## src/rtl/projectile.sv

```systemverilog
// ---------------------------------------------------------------------------
// variable_pkg : shared player encodings.
// projectile   : flight model for a thrown projectile on a 1024-wide field.
//   A throw is launched from the current player's side with a power-derived
//   velocity, then integrated once every TICK_DIV clocks under constant
//   gravity (y grows downward) until it hits the opponent's target, the
//   central wall, the ground, or leaves the screen horizontally.
//
// Ports
//   clk60MHz        in   1  sole clock
//   rst             in   1  asynchronous, active-high reset
//   throw_flag      in   1  throw in progress, held until end_throw
//   power           in   4  launch power 0..15
//   current_player  in   2  thrower (PLAYER_1 / PLAYER_2)
//   proj_x          out 11  projectile x
//   proj_y          out 11  projectile y
//   proj_visible    out  1  projectile drawn
//   end_throw       out  1  one-cycle flight-finished pulse
//   hit             out  1  opponent hit, valid with end_throw
// ---------------------------------------------------------------------------
package variable_pkg;
    localparam logic [1:0] PLAYER_1 = 2'b01;
    localparam logic [1:0] PLAYER_2 = 2'b10;
endpackage

module projectile
    import variable_pkg::*;
#(
    parameter int TICK_DIV      = 1_000_000,
    parameter int P1_X          = 100,
    parameter int P2_X          = 900,
    parameter int START_Y       = 600,
    parameter int GROUND_Y      = 700,
    parameter int WALL_X_MIN    = 480,
    parameter int WALL_X_MAX    = 544,
    parameter int WALL_Y_TOP    = 450,
    parameter int TARGET_HALF_W = 32,
    parameter int TARGET_H      = 64
) (
    input  logic        clk60MHz,
    input  logic        rst,
    input  logic        throw_flag,
    input  logic [3:0]  power,
    input  logic [1:0]  current_player,
    output logic [10:0] proj_x,
    output logic [10:0] proj_y,
    output logic        proj_visible,
    output logic        end_throw,
    output logic        hit
);

    localparam int CNT_W = (TICK_DIV > 1) ? $clog2(TICK_DIV) : 1;
    localparam logic [CNT_W-1:0] CNT_LAST = CNT_W'(TICK_DIV - 1);

    localparam logic signed [11:0] P1_XS    = 12'(P1_X);
    localparam logic signed [11:0] P2_XS    = 12'(P2_X);
    localparam logic signed [11:0] START_YS = 12'(START_Y);
    localparam logic signed [11:0] GROUND_S = 12'(GROUND_Y);
    localparam logic signed [11:0] TGT_TOP  = 12'(GROUND_Y - TARGET_H);
    localparam logic signed [11:0] HALF_W   = 12'(TARGET_HALF_W);
    localparam logic signed [11:0] WALL_L   = 12'(WALL_X_MIN);
    localparam logic signed [11:0] WALL_R   = 12'(WALL_X_MAX);
    localparam logic signed [11:0] WALL_T   = 12'(WALL_Y_TOP);

    typedef enum logic [1:0] {
        IDLE   = 2'd0,
        LAUNCH = 2'd1,
        FLY    = 2'd2,
        DONE   = 2'd3
    } state_t;

    state_t                  state_q;
    logic [CNT_W-1:0]        cnt_q;
    logic signed [11:0]      x_q, y_q, vx_q, vy_q;
    logic signed [11:0]      opp_x_q;       // centre of the target being aimed at
    logic [10:0]             proj_x_q, proj_y_q;
    logic                    vis_q, end_q, hit_q;

    logic signed [11:0]      pw_s;
    logic signed [11:0]      x_d, y_d, vy_d;
    logic                    target_s, wall_s, ground_s, offscr_s, term_s;

    // Launch power widened to signed, next kinematic step and termination tests
    always_comb begin
        pw_s     = signed'({8'd0, power});
        x_d      = x_q + vx_q;
        y_d      = y_q + vy_q;
        vy_d     = vy_q + 12'sd1;
        target_s = (x_q >= opp_x_q - HALF_W) && (x_q <= opp_x_q + HALF_W) &&
                   (y_q >= TGT_TOP) && (y_q <= GROUND_S);
        wall_s   = (x_q >= WALL_L) && (x_q <= WALL_R) && (y_q >= WALL_T);
        ground_s = (y_q >= GROUND_S);
        offscr_s = (x_q < 12'sd0) || (x_q > 12'sd1023);
        term_s   = target_s || wall_s || ground_s || offscr_s;
    end

    // Throw sequencer with registered outputs
    always_ff @(posedge clk60MHz or posedge rst) begin
        if (rst) begin
            state_q  <= IDLE;
            cnt_q    <= '0;
            x_q      <= 12'sd0;
            y_q      <= 12'sd0;
            vx_q     <= 12'sd0;
            vy_q     <= 12'sd0;
            opp_x_q  <= 12'sd0;
            proj_x_q <= 11'd0;
            proj_y_q <= 11'd0;
            vis_q    <= 1'b0;
            end_q    <= 1'b0;
            hit_q    <= 1'b0;
        end else begin
            end_q <= 1'b0;
            case (state_q)
                IDLE: begin
                    proj_x_q <= 11'd0;
                    proj_y_q <= 11'd0;
                    vis_q    <= 1'b0;
                    hit_q    <= 1'b0;
                    if (throw_flag) begin
                        state_q <= LAUNCH;
                    end
                end
                LAUNCH: begin
                    cnt_q <= '0;
                    y_q   <= START_YS;
                    vy_q  <= 12'sd0 - ((pw_s <<< 1) + 12'sd4);
                    if (current_player == PLAYER_1) begin
                        x_q      <= P1_XS;
                        vx_q     <= pw_s + 12'sd1;
                        opp_x_q  <= P2_XS;
                        proj_x_q <= P1_XS[10:0];
                        proj_y_q <= START_YS[10:0];
                        vis_q    <= 1'b1;
                        state_q  <= FLY;
                    end else if (current_player == PLAYER_2) begin
                        x_q      <= P2_XS;
                        vx_q     <= 12'sd0 - (pw_s + 12'sd1);
                        opp_x_q  <= P1_XS;
                        proj_x_q <= P2_XS[10:0];
                        proj_y_q <= START_YS[10:0];
                        vis_q    <= 1'b1;
                        state_q  <= FLY;
                    end else begin
                        // No valid thrower: finish immediately without a flight
                        hit_q   <= 1'b0;
                        vis_q   <= 1'b0;
                        end_q   <= 1'b1;
                        state_q <= DONE;
                    end
                end
                FLY: begin
                    // Termination wins over a coincident tick so the reported
                    // position is the one that triggered it.
                    if (term_s) begin
                        hit_q   <= target_s;
                        vis_q   <= 1'b0;
                        end_q   <= 1'b1;
                        state_q <= DONE;
                    end else if (cnt_q == CNT_LAST) begin
                        cnt_q    <= '0;
                        x_q      <= x_d;
                        y_q      <= y_d;
                        vy_q     <= vy_d;
                        proj_x_q <= x_d[10:0];
                        proj_y_q <= y_d[10:0];
                    end else begin
                        cnt_q <= cnt_q + CNT_W'(1);
                    end
                end
                DONE: begin
                    vis_q <= 1'b0;
                    if (!throw_flag) begin
                        state_q <= IDLE;
                    end
                end
                default: begin
                    state_q <= IDLE;
                end
            endcase
        end
    end

    assign proj_x       = proj_x_q;
    assign proj_y       = proj_y_q;
    assign proj_visible = vis_q;
    assign end_throw    = end_q;
    assign hit          = hit_q;

endmodule

```

## config.mk

```make
export PLATFORM = sky130hd
export DESIGN_NAME = projectile
export DESIGN_NICKNAME = d
export VERILOG_FILES = /design/src/rtl/projectile.sv
export SDC_FILE = /design/constraint.sdc
export NUM_CORES = 1
export LEC_CHECK = 0
export CAP_MARGIN = 20
export CORE_MARGIN = 10
export CORE_UTILIZATION = 55
export DETAILED_ROUTE_END_ITERATION = 6
export GPL_ROUTABILITY_DRIVEN = 0
export PLACE_DENSITY = 0.74
export SYNTH_ARGS = -nofsm -noshare
export SYNTH_HDL_FRONTEND = slang
export SYNTH_SLANG_ARGS = --single-unit
```

## constraint.sdc

```tcl
create_clock -name clk60MHz -period 4 [get_ports clk60MHz]
set_input_delay 0.8 -clock clk60MHz [delete_from_list [all_inputs] [get_ports clk60MHz]]
set_output_delay 0.8 -clock clk60MHz [all_outputs]
set_load 0.01 [all_outputs]
```

==> run_results.csv <==
group,metric,value,unit
run_status,outcome,"completed",
worst_setup_path,reg2reg_from,"opp_x_q[6]",
cts,cts_setup_buffers,0,
final_layout,antenna_cells,0,
synthesis,synthCells,672,
timing,final.setup_skew,0.008372,ns
flow_run,maxCapViolCount,0,
final_layout,fin_nets,760,
power,power.density,286.9,mW/mm^2
synthesis,seq_area_frac_synth,36.48,%
global_route,grt_max_degree,44,
global_route,grt_overflow,0,
timing,worstMarginPinSlew,0.8906,ns
floorplan,ios,34,
synthesis,yosysUniqueCellTypes,79,
timing,rsz0062_at_grt,"false",
cts,root_buffer,"clkbuf_16",
timing,setup_viol,0,
synthesis,netlist_area,0.006311,sq mm
final_layout,drive_above_1_share,9.490,%
final_layout,area_growth_syn_to_layout,12.87,%
cts,clockBufferDepth,2,
timing,tns,0,ns
hold_path,hold_class,"reg -> reg",
floorplan,core,0.01132,sq mm
global_route,track_usage,20.40,%
global_route,antenna_found_initial,0,
worst_setup_path,crit_fanout,22,
cts,cts.sinks,92,
timing,max_freq,268.7,MHz
drt,routed_via_density,6.372,
drt,antenna_left,0,
placement,dp_hpwl,11.91,mm
floorplan,die_h,127.1,um
drt,detail_route.iter0.violations,433,
hold_path,hp-start,"cnt_q[4]",
global_route,grt_pass1_vias,5452,
drt,routed_wl,16.47,mm
cts,ctsResizeCount,0,
power,finalPower,2.043,mW
drt,drcViolationCount,0,
cts,cts_tree,"built",
synthesis,synthFlopType,"dfrtp_1",
floorplan,die_area,0.01616,sq mm
timing,fin_crit_sh,93.03,%
worst_setup_path,cp.arrival,3.96,ns
floorplan,die_x,127.1,um
synthesis,synth_edf_count,0,
drt,num_vias,5410,
synthesis,syn_area_per_cell,9.391,sq um
worst_setup_path,worstSetupStartpoint,"opp_x_q[6]",
worst_setup_path,cp-start-kind,"flip-flop",
cts,clk_latency,0.35,ns
cts,clk_transition_reported_paths,0.07,ns
placement,port_buffers,33,
floorplan,start_util,55.75,%
floorplan,rows,39,
worst_setup_path,worstPathRequired,4.24,ns
cts,cts_buffers,9,
synthesis,synth_nets,731,
power,peakVddDrop,203.6,uV
synthesis,synth_warnings,0,
timing,hold_violations,0,
worst_setup_path,crit_path_end_kind,"flip-flop",
cts,hold_buffers,0,
synthesis,synth_async_sr_flop_share,100.0,%
drt,drt-wirelength-per-cell,19.40,um
synthesis,synth_seq_cells,92,
timing,period_needed,3.721,ns
global_route,grt_pass1_wl,27.25,mm
timing,maxSlewViolCount,0,
timing,relSlewSlack,40.08,%
worst_setup_path,crit_type,"reg -> reg",
cts,cts.htree.levels,3,
power,total_leakage_power,3.345,nW
final_layout,fillCellCount,930,
drt,dr.pass1.iters,5,
[cells in the final DEF (no fill, tap or decap), types with 3 or more instances in the layout]
cell	count
and3_1	20
a211o_1	5
a21oi_1	28
a21o_1	8
mux2_2	7
nand2b_1	9
nand3_1	41
mux2_4	16
o211a_1	3
a31o_2	3
xnor2_1	16
o22ai_1	3
a211oi_1	6
o31ai_1	7
clkbuf_16	9
inv_1	32
nand2_1	64
dfrtp_1	92
nor4_1	4
nor3_1	14
mux2_1	6
o41ai_1	5
ha_1	47
o21ai_0	50
nor4b_1	3
clkdlybuf4s50_1	33
bufinv_16	3
nor2_1	59
buf_4	7
a31oi_1	10
o21bai_1	3
xor2_1	7
nand4_1	9
mux2i_1	10
[cells by family after synthesis]
| kind of cell | Yosys count | synth area share, % |
|---|---|---|
| AOI/OAI and AO/OA | 167 | 19.27 |
| DFF | 92 | 36.48 |
| muxes | 39 | 7.712 |
| buffers and inverters | 55 | 3.767 |
| and+or+nand+nor | 246 | 19.43 |
| xor gates and xnor gates | 23 | 3.192 |
| adders and majority gates | 50 | 10.15 |
[where the power goes]
group | internal (mW) | switching [mW] | leakage, nW
combinational | 0.0293 | 0.0549 | 1.99
sequential | 0.932 | 0.00169 | 1.18
clock | 0.648 | 0.378 | 0.176
[synth_stat cells (6+ instances only)]
cell | instances | area share [%]
and3_1 | 20 | 2.0
dfrtp_1 | 92 | 36
o21ai_0 | 50 | 4.0
mux2_1 | 6 | 1.1
a21oi_1 | 28 | 2.2
a211oi_1 | 6 | 0.71
mux2_4 | 16 | 3.8
nand3_1 | 41 | 3.3
nor2_1 | 59 | 3.5
mux2i_1 | 10 | 1.6
xnor2_1 | 16 | 2.2
a21o_1 | 8 | 0.95
xor2_1 | 7 | 0.97
a31oi_1 | 10 | 0.99
o31ai_1 | 7 | 0.83
nand2b_1 | 9 | 0.89
mux2_2 | 7 | 1.2
nor3_1 | 14 | 1.1
clkbuf_1 | 13 | 0.77
inv_1 | 33 | 2.0
nand2_1 | 64 | 3.8
nand4_1 | 9 | 0.89
ha_1 | 48 | 9.5
[state kept, by name, indices dropped and copies added, names as in the netlist]
| name | cells |
|---|---|
| vx_q | 6 |
| state_q | 2 |
| hit | 1 |
| x_q | 12 |
| proj_y | 11 |
| end_throw | 1 |
| proj_visible | 1 |
| y_q | 12 |
| opp_x_q | 3 |
| cnt_q | 20 |
| proj_x | 11 |
| vy_q | 12 |
[area by class of cell]
type	count	area [sq um]	area share [%]
Clock inverter	5	107.6	1.511
Tap cell	143	178.9	2.512
Sequential cell	92	2302	32.32
Clock buffer	11	252.7	3.548
Multi-Input combinational cell	525	3774	52.98
Inverter	33	125.1	1.757
Timing Repair Buffer	40	382.9	5.375
[worst paths after layout]
path | end | slack (ns) | depth (start not counted)
worst max-delay path | proj_x[8] | 0.28 | 12
worst min-delay path | cnt_q[4] | 0.51 | 1
worst max register to register | proj_x[8] | 0.28 | 12
worst min register to register | cnt_q[4] | 0.51 | 1
max in group asynchronous | vx_q[0] | 2.19 | 3
min in group asynchronous | x_q[7] | 0.91 | 2
[worst max-delay path, stage by stage (launching register included)]
cell and delay, ns:
dfrtp_1 0.40, inv_1 0.11, ha_1 0.31, inv_1 0.05, ha_1 0.28, nor4bb_1 0.46
a221oi_1 0.18, a211oi_2 0.39, a311o_4 0.26, nand3_4 0.14, a221oi_4 0.24, buf_4 0.39
mux2_2 0.39
[through the flow]
step / cells / hold WS [ns] / worst slack, ns / util [%] / instance area, sq um
3_3_place_gp: 833 / 0.4763 / 0.6196 / 59.74 / 6763
3_5_place_dp: 833 / 0.4825 / 0.3465 / 59.74 / 6763
4_1_cts: 849 / 0.5094 / 0.3108 / 62.92 / 7123
2_1_floorplan: 672 / 0.4388 / 0.8080 / - / 6311
5_1_grt: 849 / 0.5247 / 0.1222 / 62.92 / 7123
6_report: 849 / 0.5083 / 0.2787 / 62.92 / 7123
[metal layers]
metal  vias up  track usage, %  share of wire [%]
met5         -               0                  0
met4         0           8.908                2.9
met3        41           3.143                4.4
met2       146           34.66                 50
met1      2689           25.09                 43
li1       2534               -                  -
Power figures use the tool's default switching activity.
